<file path="src/rtl/system_data_sync_pkg.sv">
// Shared defaults for the enable-qualified bus synchronizer.
// A global WIDTH macro, when defined, overrides the default bus width.
`ifndef WIDTH
`define WIDTH 8
`endif

package system_data_sync_pkg;

  localparam int unsigned DEFAULT_WIDTH = `WIDTH;

  localparam int unsigned DEFAULT_NUM_STAGES = 2;
  localparam int unsigned MIN_NUM_STAGES     = 2;

endpackage

</file>
<file path="src/rtl/system_data_sync_bit_sync.sv">
// Single-bit multi-flop synchronizer chain with synchronous active-low reset.
// There is no logic between stages, so metastability has a full cycle to resolve.
module bit_sync
    import system_data_sync_pkg::*;
#(
    parameter int unsigned NUM_STAGES = DEFAULT_NUM_STAGES
) (
    input  logic clk,
    input  logic rst,
    input  logic i_d,
    output logic o_q
);

    logic [NUM_STAGES-1:0] r_chain;

    always_ff @(posedge clk) begin
        if (!rst) begin
            r_chain <= '0;
        end else begin
            r_chain <= {r_chain[NUM_STAGES-2:0], i_d};
        end
    end

    assign o_q = r_chain[NUM_STAGES-1];

endmodule

</file>
<file path="src/rtl/system_data_sync.sv">
// Bus synchronizer: only the enable crosses through a flop chain; a rising edge
// on the synchronized enable captures the whole bus once and emits a 1-cycle strobe.
module system_data_sync
    import system_data_sync_pkg::*;
#(
    parameter int unsigned WIDTH      = DEFAULT_WIDTH,
    parameter int unsigned NUM_STAGES = DEFAULT_NUM_STAGES
) (
    input  logic             clk,
    input  logic             rst,
    input  logic [WIDTH-1:0] async_data,
    input  logic             en_async,
    output logic [WIDTH-1:0] sync_data,
    output logic             sync
);

    logic             w_en_sync;
    logic             w_pulse;
    logic             r_pulse;
    logic             r_sync;
    logic [WIDTH-1:0] r_sync_data;

    bit_sync #(
        .NUM_STAGES(NUM_STAGES)
    ) u_en_sync (
        .clk (clk),
        .rst (rst),
        .i_d (en_async),
        .o_q (w_en_sync)
    );

    // r_pulse holds the previous synchronized enable for rising-edge detection
    assign w_pulse = w_en_sync & ~r_pulse;

    always_ff @(posedge clk) begin
        if (!rst) begin
            r_pulse     <= 1'b0;
            r_sync      <= 1'b0;
            r_sync_data <= '0;
        end else begin
            r_pulse <= w_en_sync;
            r_sync  <= w_pulse;
            if (w_pulse) begin
                r_sync_data <= async_data;
            end
        end
    end

    assign sync_data = r_sync_data;
    assign sync      = r_sync;

endmodule

</file>
<file path="config.mk">
export PLATFORM = sky130hd
export DESIGN_NAME = system_data_sync
export DESIGN_NICKNAME = d
export VERILOG_FILES = /design/src/rtl/system_data_sync_pkg.sv /design/src/rtl/system_data_sync_bit_sync.sv /design/src/rtl/system_data_sync.sv
export SDC_FILE = /design/constraint.sdc
export NUM_CORES = 1
export LEC_CHECK = 0
export ABC_AREA = 1
export ABC_CLOCK_PERIOD_IN_PS = 1100
export CORE_AREA = 2 2 39 41
export CTS_CLUSTER_DIAMETER = 50
export DETAILED_ROUTE_END_ITERATION = 10
export DIE_AREA = 0 0 41 43
export DONT_BUFFER_PORTS = 1
export PLACE_DENSITY = 0.5
export SETUP_SLACK_MARGIN = 0.02
export SYNTH_ARGS = -nofsm -noshare
export SYNTH_HDL_FRONTEND = slang
export SYNTH_HIERARCHICAL = 1
export SYNTH_SLANG_ARGS = --single-unit
</file>
<file path="constraint.sdc">
create_clock -name clk -period 1.1 [get_ports clk]
set_clock_uncertainty 0.05 [all_clocks]
set_input_delay 0.22 -clock clk [delete_from_list [all_inputs] [get_ports clk]]
set_output_delay 0.22 -clock clk [all_outputs]
set_load 0.01 [all_outputs]
</file>
==> metrics.yaml <==
run_status:
  outcome: "finished clean"
synthesis:
  yosysTopAreaCellShare: 0.520
  ys_seq_elements: 12
  ys_seq_area_frac: 0.520
  yosys_warnings: 6
  synthTopCellsByArea: "dfxtp_1, nor2_1, inv_1"
  avgSynthCellArea_sq_um: 7.21
  ys_types: 9
  syn_area_sq_um: 462
  synth_top_area_cell: "dfxtp_1"
  syn_inst: 64
  syn_nets: 75
placement:
  post-place-ws_ns: 0.157
  post_dp_cell_area_sq_um: 473
  port_buffers: 0
  place.gp.congestion: 0.649
  dp_hpwl_um: 593
clocking:
  cts-root-buf: "clkbuf_4"
  clock_path_buffers: 2
  htreeDepth: 1
  post_cts_buffers: 0
  numCtsBuffers: 3
  clock_latency_ns: 0.26
  cts.sink_count: 12
  cts_tree: "yes"
  cts-resized-gates: 0
  clk_pin_slew_ns: 0.07
drt:
  dr.pass1.iters: 2
  drt_wl_total_um: 810
  wl_per_cell_um: 9.64
  drcViolationCount: 0
  vias: 355
  detail_route.vias_per_cell: 4.23
  ant_nets: 0
  drt_iter0_markers: 4
sta:
  setup_viol: 0
  setup-tns-final_ns: 0
  worst_pin_slew_ns: 0.234
  rsz0062_at_grt: "false"
  finalCriticalPeriod_ns: 0.943
  slew_headroom: 0.844
  fmax_mhz: 1060
  drv_slew: 0
  period_share: 0.858
  hold_viol: 0
  layout_setup_ws_ns: 0.157
worst_setup_path:
  cpMostUsedCell: "nor2_1"
  worst_ep_arrival_time_ns: 1.09
  worst-path-buf-inv: 1
  path_cells: "inv_2 -> nor2_4 -> nor2_1 -> nor2_1"
  cp_data_required_time_ns: 1.25
  slowest_delay_ns: 0.43
  cpMaxStageDelayCell: "dfxtp_1"
  crit_family: "flip-flops"
  endpoint_kind: "flop"
  critPathKind: "flop to flop"
  crit-reg2reg-launch: "u_en_sync/r_chain[1]"
  reg2reg_to: "sync_data[2]"
  path_max_fanout: 8
  startpoint_type: "flop"
  reg2regPathDepth: 4
  r2r_slack_ns: 0.16
die:
  die_h_um: 43
  io_pins: 20
  start_util: 0.334
  core_sq_um: 1380
  num_rows: 14
  dieArea_sq_um: 1760
  die_x_um: 41
layout:
  drive_gt1_frac: 0.0882
  finalNetCount: 81
  final_area_sq_um: 515
  seq_area_sq_um: 240
  post-route-util: 0.373
  nFillCells: 156
  multiInputGateArea_sq_um: 156
  diodes: 0
  syn2layout_area_growth_pct: 11.7
global_routing:
  grt_pass1_wl_um: 1180
  grt_pass1_vias: 275
  antenna_found_initial: 0
  grt-ovfl-total: 0
  grt_use_total: 0.109
  grt_max_degree: 11
power:
  switching_share: 0.226
  p_switching_w: 0.000178
  seq_power_share: 0.606
  power.leakage_nw: 0.267
  internal_power_w: 0.000609
  power_frac_clock: 0.322
  cellPowerDensity_nw_per_um2: 1530
  ir_drop_mv: 0.568
  pwr-share-comb: 0.072
hold_path:
  worstHoldEndpoint: "sync_data[5]"
  worstHoldPathCells: 2
  worstHoldPathType: "input port to flop"
  hp-start: "rst"
job:
  max_cap_viol_count: 0
-- metrics by stage --
stage	hold WS, ns	power [W]	instances
3_5_place_dp	0.270	0.000539	79
4_1_cts	0.00985	0.000806	84
5_1_grt	0.00645	0.000837	84
2_1_floorplan	0.263	0.000533	64
6_report	0.0209	0.000787	84
3_3_place_gp	0.266	0.000538	79
-- per-layer routing --
layer | track usage | wire length, um
met5 | 0 | 0
met4 | 0.100 | 0
met3 | 0.0628 | 34
met2 | 0.134 | 392
met1 | 0.124 | 383
-- final cells by class --
type                            instances  share of cell area
Sequential cell                        12               0.466
Inverter                               13              0.0947
Multi-Input combinational cell         37               0.303
Tap cell                               16              0.0388
Clock buffer                            3              0.0437
Timing Repair Buffer                    3              0.0534
-- how the worst max path moves through the flow --
stage | startpoint | end | slack (ns) | cells past startpoint
after floorplan | u_en_sync/r_chain[1] | sync_data[0] | 0.26 | 5
after global placement | r_pulse | sync_data[6] | 0.19 | 4
after detailed placement | u_en_sync/r_chain[1] | sync_data[2] | 0.16 | 4
after CTS | u_en_sync/r_chain[1] | sync_data[2] | 0.14 | 4
after global routing | u_en_sync/r_chain[1] | sync_data[7] | 0.06 | 4
final | u_en_sync/r_chain[1] | sync_data[2] | 0.16 | 4
-- synthesized netlist by cell type --
cell type,number
nor2_4,1
nand3_1,8
buf_2,1
inv_1,12
inv_2,1
buf_6,1
dfxtp_1,12
nor2_1,17
nand2_1,11
-- sequential cells by signal, summed over array words and instances (netlist names) --
name and flops:
sync_data 8, u_en_sync/r_chain 2, r_pulse 1, sync 1
-- cell families after synthesis --
family	synth area share
simple gates	0.339
flops	0.520
buf+inv	0.141
-- repair_timing --
item,in CTS,in global routing
hold endpoints to repair,2,0
endpoints found under the setup margin,0,0
hold buffers,2,0
-- power groups by stage --
stage	combinational, W	clock [W]	sequential, W
5_1_grt	0.0000648	0.000293	0.000480
3_3_place_gp	0.0000512	0	0.000487
2_1_floorplan	0.0000510	0	0.000482
4_1_cts	0.0000573	0.000271	0.000477
6_report	0.0000567	0.000254	0.000476
3_5_place_dp	0.0000512	0	0.000487
-- cell usage in the layout (no fill, tap or decap) --
cell type      netlist  layout
nand2_1             11      11
nor2_1              17      17
buf_4                0       1
dlygate4sd3_1        0       2
nor2_4               1       1
dfxtp_1             12      12
nand3_1              8       8
inv_1               12      12
inv_2                1       1
clkbuf_4             0       3
Power figures use the tool's default switching activity.
